## config.mk

```make
export PLATFORM = sky130hd
export DESIGN_NAME = multi_edge_timestamper
export DESIGN_NICKNAME = d
export VERILOG_FILES = /design/src/rtl/multi_edge_timestamper.sv
export SDC_FILE = /design/constraint.sdc
export NUM_CORES = 1
export LEC_CHECK = 0
export BUFFER_PORTS_ARGS = -buffer_cell sky130_fd_sc_hd__buf_2
export CORE_UTILIZATION = 55
export CTS_CLUSTER_SIZE = 16
export DETAILED_ROUTE_END_ITERATION = 12
export GPL_ROUTABILITY_DRIVEN = 0
export PLACE_DENSITY = 0.72
export SLEW_MARGIN = 20
export SYNTH_ARGS = -nofsm -noshare
export SYNTH_HDL_FRONTEND = slang
export SYNTH_SLANG_ARGS = --single-unit
```

## constraint.sdc

```tcl
create_clock -name i_clk -period 6.06 [get_ports i_clk]
set_clock_uncertainty 0.05 [all_clocks]
set_input_delay 0.606 -clock i_clk [delete_from_list [all_inputs] [get_ports i_clk]]
set_output_delay 0.606 -clock i_clk [all_outputs]
set_load 0.05 [all_outputs]
```

## src/rtl/multi_edge_timestamper.sv

```systemverilog
// Multi-channel edge timestamper: per-channel glitch filter, programmable edge
// polarity selection, merged {timestamp, edges, polarity} entries pushed into a
// first-word-fall-through FIFO with sticky overflow and a saturating drop counter.
module multi_edge_timestamper #(
  parameter int unsigned N_CH       = 4,
  parameter int unsigned TS_W       = 32,
  parameter int unsigned FIFO_DEPTH = 16,
  parameter int unsigned FILT_LEN   = 2
) (
  input  logic                            i_clk,
  input  logic                            i_reset,
  input  logic [N_CH-1:0]                 i_din,
  input  logic [2*N_CH-1:0]               i_mode,
  output logic                            o_ev_valid,
  input  logic                            i_ev_ready,
  output logic [TS_W-1:0]                 o_ev_ts,
  output logic [N_CH-1:0]                 o_ev_edges,
  output logic [N_CH-1:0]                 o_ev_pol,
  output logic [$clog2(FIFO_DEPTH):0]     o_fifo_level,
  output logic                            o_overflow,
  input  logic                            i_overflow_clr,
  output logic [15:0]                     o_drop_cnt
);

  localparam int unsigned AW = (FIFO_DEPTH > 1) ? $clog2(FIFO_DEPTH) : 1;
  localparam int unsigned LW = $clog2(FIFO_DEPTH) + 1;
  localparam int unsigned EW = TS_W + 2 * N_CH;
  // Run count at which the next differing sample confirms the change.
  localparam logic [3:0]  FiltLast = 4'(FILT_LEN - 1);

  logic [TS_W-1:0] r_ts_cnt;
  logic            r_armed;
  logic [N_CH-1:0] r_filt;
  logic [3:0]      r_run [N_CH];

  logic [EW-1:0]   r_mem [FIFO_DEPTH];
  logic [AW-1:0]   r_wptr;
  logic [AW-1:0]   r_rptr;
  logic [LW-1:0]   r_level;
  logic            r_overflow;
  logic [15:0]     r_drop_cnt;

  logic [N_CH-1:0] w_filt_d;
  logic [3:0]      w_run_d [N_CH];
  logic [N_CH-1:0] w_edges;
  logic [N_CH-1:0] w_pol;
  logic            w_push;
  logic            w_pop;
  logic            w_full;
  logic            w_wr;
  logic            w_drop;
  logic [EW-1:0]   w_head;

  // Filter next state and edge detection; the arm cycle loads din without edges.
  always_comb begin
    w_filt_d = r_filt;
    w_edges  = '0;
    w_pol    = '0;
    for (int c = 0; c < int'(N_CH); c++) begin
      w_run_d[c] = r_run[c];
      if (!r_armed) begin
        w_filt_d[c] = i_din[c];
        w_run_d[c]  = '0;
      end else if (i_din[c] != r_filt[c]) begin
        if (r_run[c] == FiltLast) begin
          w_filt_d[c] = i_din[c];
          w_run_d[c]  = '0;
          if (i_din[c] && i_mode[2*c]) begin
            w_edges[c] = 1'b1;
            w_pol[c]   = 1'b1;
          end else if (!i_din[c] && i_mode[2*c+1]) begin
            w_edges[c] = 1'b1;
          end
        end else begin
          w_run_d[c] = r_run[c] + 4'd1;
        end
      end else begin
        w_run_d[c] = '0;
      end
    end
  end

  assign o_ev_valid = (r_level != '0);
  assign w_pop      = o_ev_valid & i_ev_ready;
  assign w_push     = (|w_edges) & ~i_reset;
  assign w_full     = (r_level == LW'(FIFO_DEPTH));
  // A full FIFO still accepts a push when the head leaves on the same edge.
  assign w_wr       = w_push & (~w_full | w_pop);
  assign w_drop     = w_push & w_full & ~w_pop;

  assign w_head       = r_mem[r_rptr];
  assign o_ev_ts      = o_ev_valid ? w_head[EW-1 -: TS_W] : '0;
  assign o_ev_edges   = o_ev_valid ? w_head[2*N_CH-1 -: N_CH] : '0;
  assign o_ev_pol     = o_ev_valid ? w_head[N_CH-1:0] : '0;
  assign o_fifo_level = r_level;
  assign o_overflow   = r_overflow;
  assign o_drop_cnt   = r_drop_cnt;

  // Free-running timestamp and per-channel filter state.
  always_ff @(posedge i_clk) begin
    if (i_reset) begin
      r_ts_cnt <= '0;
      r_armed  <= 1'b0;
      r_filt   <= '0;
      for (int c = 0; c < int'(N_CH); c++) r_run[c] <= '0;
    end else begin
      r_ts_cnt <= r_ts_cnt + TS_W'(1);
      r_armed  <= 1'b1;
      r_filt   <= w_filt_d;
      for (int c = 0; c < int'(N_CH); c++) r_run[c] <= w_run_d[c];
    end
  end

  // Entry storage; entries carry the timestamp sampled before the confirming edge.
  always_ff @(posedge i_clk) begin
    if (w_wr) r_mem[r_wptr] <= {r_ts_cnt, w_edges, w_pol};
  end

  // FIFO pointers, occupancy and overflow bookkeeping.
  always_ff @(posedge i_clk) begin
    if (i_reset) begin
      r_wptr     <= '0;
      r_rptr     <= '0;
      r_level    <= '0;
      r_overflow <= 1'b0;
      r_drop_cnt <= '0;
    end else begin
      if (w_wr)  r_wptr <= r_wptr + AW'(1);
      if (w_pop) r_rptr <= r_rptr + AW'(1);
      case ({w_wr, w_pop})
        2'b10:   r_level <= r_level + LW'(1);
        2'b01:   r_level <= r_level - LW'(1);
        default: r_level <= r_level;
      endcase
      // A drop wins over a simultaneous clear so the new loss stays visible.
      if (w_drop) begin
        r_overflow <= 1'b1;
        if (i_overflow_clr)              r_drop_cnt <= 16'd1;
        else if (r_drop_cnt != 16'hFFFF) r_drop_cnt <= r_drop_cnt + 16'd1;
      end else if (i_overflow_clr) begin
        r_overflow <= 1'b0;
        r_drop_cnt <= '0;
      end
    end
  end

endmodule

```

==> results of run 1 <==
[cell usage in the layout (no fill, tap or decap), types with 12 or more instances in the layout]
| master | instances |
|---|---|
| nand2_1 | 40 |
| edfxtp_1 | 640 |
| inv_1 | 21 |
| nand3_1 | 32 |
| clkinv_2 | 14 |
| clkbuf_1 | 24 |
| buf_2 | 78 |
| xnor2_1 | 27 |
| dfxtp_1 | 83 |
| nand4_1 | 12 |
| a21oi_1 | 26 |
| ha_1 | 18 |
| and2_1 | 43 |
| mux4_2 | 200 |
| nor2_1 | 64 |
| nor3_1 | 12 |
| xor2_1 | 15 |
| clkbuf_16 | 79 |
| nor2_4 | 12 |
| buf_4 | 25 |
[through the flow]
stage | total power (W) | utilization, % | instance area (um^2) | std cells | setup WS, ps
after floorplan | 0.00729 | - | 28500 | 1438 | 1040
after global placement | 0.00783 | 58.3 | 29900 | 2158 | 2070
after detailed placement | 0.00785 | 58.3 | 29900 | 2158 | 1940
after CTS | 0.0121 | 62.8 | 32200 | 2293 | 1720
after global routing | 0.0124 | 62.9 | 32200 | 2295 | 1620
final | 0.0120 | 62.9 | 32200 | 2295 | 1830
[flip-flops by register name, summed over array words and instances (netlist names), 4 cells and up, named ones only]
name / cells
o_drop_cnt: 16
o_fifo_level: 5
r_filt: 4
r_mem: 640
r_rptr: 4
r_run: 16
r_ts_cnt: 32
r_wptr: 4
[worst max-delay path: stages, from the launching register on]
cell and delay (ps):
dfxtp_4 960, buf_4 510, mux4_2 610, mux4_2 490
and2_1 170, buf_2 220
[where the power goes]
| group | switching [W] | internal (W) | total (W) |
|---|---|---|---|
| Clock | 0.00182 | 0.00249 | 0.00431 |
| Combinational | 0.00134 | 0.000837 | 0.00218 |
| Sequential | 0.000110 | 0.00541 | 0.00552 |
[worst paths after layout]
| path | cells past startpoint | slack (ps) | to | startpoint |
|---|---|---|---|---|
| min | 2 | 230 | o_drop_cnt[9] | i_overflow_clr |
| max | 5 | 1830 | o_ev_ts[12] | flop |
| min reg2reg | 1 | 420 | r_run[2][0] | r_run[2][0] |
| max reg2reg | 8 | 2000 | r_mem[11][37] | r_run[3][0] |
[cell families after synthesis]
group / after synthesis / share of synthesized area (%)
DFF: 727 / 73.6
and+or+nand+nor: 281 / 5.12
muxes: 214 / 16.3
buffers and inverters: 90 / 1.30
AOI/OAI and AO/OA: 65 / 1.53
xor gates and xnor gates: 42 / 1.29
adders and majority gates: 19 / 0.861
[area by class of cell]
class | instances | area (um^2)
sequential | 727 | 21000
tap | 680 | 851
fill | 3482 | 19000
clock inverter | 24 | 130
clock buffer | 111 | 2180
timing repair buffer | 109 | 697
multi-input combinational | 621 | 7300
inverter | 23 | 86.3
[per-layer routing]
layer  share of wire [%]  wire [um]
met5                   0          0
met4                 2.4       1450
met3                 6.1       3650
met2                  50      29800
met1                  42      25000
==> results.ini, run 1 <==
[run_status]
status=finished, final reports clean

[sta]
min_period_ps=4230
setup_tns_ps=0
maxSlewHeadroom_pct=26.9
setup_viol=0
drv_slew=0
hold_viol=0
max_freq_mhz=236
worst_hold_slack_ps=233
worst_pin_slew_ps=1090
rsz0062_at_grt=no
timing.final.crit_share_pct=69.8

[detailed_routing]
drc=0
drt-initial-drc-count=1368
firstDrtPassIters=5
ant_nets=0
wire_per_inst_um=26.1
wirelength_mm=59.9
vias=14200
via_per_inst=6.17

[finish]
layout.nets=1591
antenna_cells_inserted=0
syn_to_final_growth_pct=13.0
drive_gt1_share_pct=28.2

[cts]
hold_buffers=0
clock_sinks=727
cts_resized=0
cts_setup_buffers=0
cts_max_path_buffers=3
numCtsBuffers=74
cts_tree=built
clk_pin_slew_ps=60
cts-htree-levels=3
cts_root_buffer=clkbuf_16
clk_latency_ps=590

[worst_setup_path]
worstPathArrival_ps=3570
worstSetupEndpointType=output pin
required_ps=5400
startpoint_type=flop
crit_fanout=39
path_class=reg2out

[global_route]
gr-usage-met2_pct=37.7
grt_pass1_wl_mm=90.4
grt_pass1_vias=14500
gr-usage-met1_pct=32.9
antenna_found_initial=2
grtUsageMet3_pct=3.83
grt_util_all_layers_pct=23.3
gr-total-overflow=0
grt_start_max_net_pins=58
busiest_layer=met2

[synthesis]
synth.area.top_cells=edfxtp_1 67%, mux4_2 16%, dfxtp_1 6.1%
ys.flop_type=edfxtp_1
yosysSeqAreaShare_pct=73.6
synth_nets=1473
synth_top_area_share_pct=67.5
yosysMostFrequentCell=edfxtp_1
synth_edf_count=640
yosysUniqueCellTypes=55
synth-seq-cells=727
async_flop_share_pct=0
syn_avg_cell_area_um2=19.8
synth_commonest_cells=640 x edfxtp_1, 200 x mux4_2, 87 x dfxtp_1
syn_inst=1438
yosysWarnings=0
synth.largest_area_cell=edfxtp_1
netlist_area_um2=28500

[flow_run]
drv_cap=0

[floorplan]
die_w_um=230
dieArea_um2=52700
rows=83
die_h_um=230
placeableCoreArea_um2=51200
ios=79
start_util_pct=55.7

[worst_hold_path]
hp-class=in2reg

[pwr]
p_per_area_nw_per_um2=373
p_leak_nw=10.2
vdd_ir_drop_max_v=0.000350

[placement]
dpl.hpwl_mm=33.9
io_buffers=78

Note: power is estimated with default switching activity, not from simulation.
==> run 2, diff against run 1 <==
- PLACE_DENSITY: 0.72 -> 0.74
- clock period: 6.06 -> 3.6 ns (I/O delays scaled with it)
==> run 2 against run 1 <==
Net effect:
- worst hold slack got worse by 210 ps
- critical endpoint is now o_ev_ts[21]
- count of clock-buffer cells in the layout fell by 7
- sequential share of layout area fell by 0.56 points
- global-route usage rose by 0.47 points
- register-to-register slack got worse by 1600 ps
- wire length rose by 0.93%
- flip-flop and latch count did not move
- clock power rose by 64%
- sequential power rose by 66%
- total power rose by 66%
- non-clock buffer count rose by 30
- cell count rose by 1.1%
==> results.ini, run 2 (synthesis results as in run 1) <==
[pwr]
vdd_ir_drop_max_v=0.000401
p_per_area_nw_per_um2=615
p_leak_nw=10.4

[floorplan]
die_h_um=230
placeableCoreArea_um2=51200
rows=83
start_util_pct=55.7
ios=79
die_w_um=230
dieArea_um2=52700

[sta]
hold_viol=0
min_period_ps=3440
rsz0062_at_grt=no
maxSlewHeadroom_pct=46.1
timing.final.crit_share_pct=95.4
worst_pin_slew_ps=808
setup_viol=0
max_freq_mhz=291
setup_ws_ps=165
drv_slew=0
setup_tns_ps=0

[global_route]
gr-total-overflow=0
antenna_found_initial=2
grt_start_max_net_pins=66
grt_util_all_layers_pct=23.8
grt_pass1_wl_mm=92.3
grt_pass1_vias=14800

[cts]
cts_setup_buffers=0
clk_latency_ps=600
numCtsBuffers=71
cts-htree-levels=3
cts_tree=built
clk_pin_slew_ps=60
cts_max_path_buffers=3
clock_sinks=727
cts_root_buffer=clkbuf_16

[worst_setup_path]
critPathSlowestCell=mux4_2
crit_fanout=65
required_ps=3190
crit_buf_inv=2
crit_chain=buf_12, mux4_2, mux4_2, and2_1, buf_2
worstSetupEndpointType=output pin
startpoint_type=flop
cp_common_cell=mux4_2
worstPathArrival_ps=3030
path_class=reg2out
critPathMaxStageDelay_ps=630
critPathTopFamily=multiplexers

[detailed_routing]
via_per_inst=6.17
drt-initial-drc-count=1477
vias=14300
wirelength_mm=60.4
wire_per_inst_um=26.0
drc=0
ant_nets=0
firstDrtPassIters=5

[finish]
syn_to_final_growth_pct=14.0
ff_latch_area_um2=21000
reg_top3=r_mem (640), r_ts_cnt (32)
regMostFlops=r_mem
drive_gt1_share_pct=28.2
largest_reg_flops=640
n_fill_cell=3408
multiInputGateArea_um2=7310
fin_util_pct=63.5
layout.nets=1618
mostFrequentLayoutCells=640 x edfxtp_1, 200 x mux4_2, 83 x dfxtp_1
final_common_cell=edfxtp_1

[placement]
dpl.hpwl_mm=33.9
detailedPlace.worstSlack_ps=408
io_buffers=78

[run_status]
status=finished, final reports clean

[worst_hold_path]
hp-class=in2reg

[flow_run]
drv_cap=0

## run 2: cell types whose count changed in the layout (fill, tap and decap cells not counted), sizes merged
cell,delta
clkbuf,-7
dlygate4sd3,+4
clkinv,-2
bufinv,+3
inv,+1
diode,+1
buf,+26
## run 2: stage by stage
stage | std cells | area [um^2] | hold WS [ps] | total power (W)
2_1_floorplan | 1438 | 28500 | 383 | 0.0123
3_3_place_gp | 2186 | 30300 | 396 | 0.0132
3_5_place_dp | 2186 | 30300 | 404 | 0.0132
4_1_cts | 2320 | 32500 | 3.69 | 0.0202
5_1_grt | 2320 | 32500 | 52.7 | 0.0207
6_report | 2321 | 32500 | 26.9 | 0.0200
## run 2: final cells by class
| class | instances | share of cell area (%) |
|---|---|---|
| diodes | 1 | 0.00770 |
| clock buffers | 104 | 6.05 |
| clock inverters | 26 | 0.701 |
| inverters | 23 | 0.266 |
| multi-input cells | 621 | 22.5 |
| flip-flops and latches | 727 | 64.6 |
| well taps | 680 | 2.62 |
| repair buffers | 139 | 3.30 |
## run 2: per-layer routing
metal  track usage, %  vias up  wire length, um
met4             7.00        2             1060
met2             38.1      621            29800
li1                 -     6136                -
met5                0        -               13
met3             4.71       78             4810
met1             33.5     7492            24700
## run 2: repair_timing
action / CTS / global route
hold buffers: 4 / 0
endpoints found under the hold margin: 4 / 0
gates resized for setup: 0 / 0
## run 2: tightest hold or removal path: cells and delay by family
| kind | cells | cell delay, ps |
|---|---|---|
| multiplexers | 1 | 80 |
| AND/OR/NAND/NOR | 1 | 80 |
| buffers and inverters | 1 | 120 |
## run 2: power breakdown
part	leakage (nW)	total [W]	switching (W)	internal, W
Combinational	2.71	0.00377	0.00235	0.00143
Clock	1.05	0.00705	0.00303	0.00402
Sequential	6.64	0.00917	0.0000712	0.00910
Total	10.4	0.0200	0.00544	0.0146
## run 2: path summary, 6_finish.rpt
kind	startpoint	to	slack, ps	cells after the start
setup / recovery	flop	o_ev_ts[21]	160	5
hold / removal	i_din[3]	r_filt[3]	30	3
setup reg to reg	r_run[1][0]	r_mem[5][20]	380	8
hold reg to reg	r_run[2][0]	r_run[2][0]	410	1
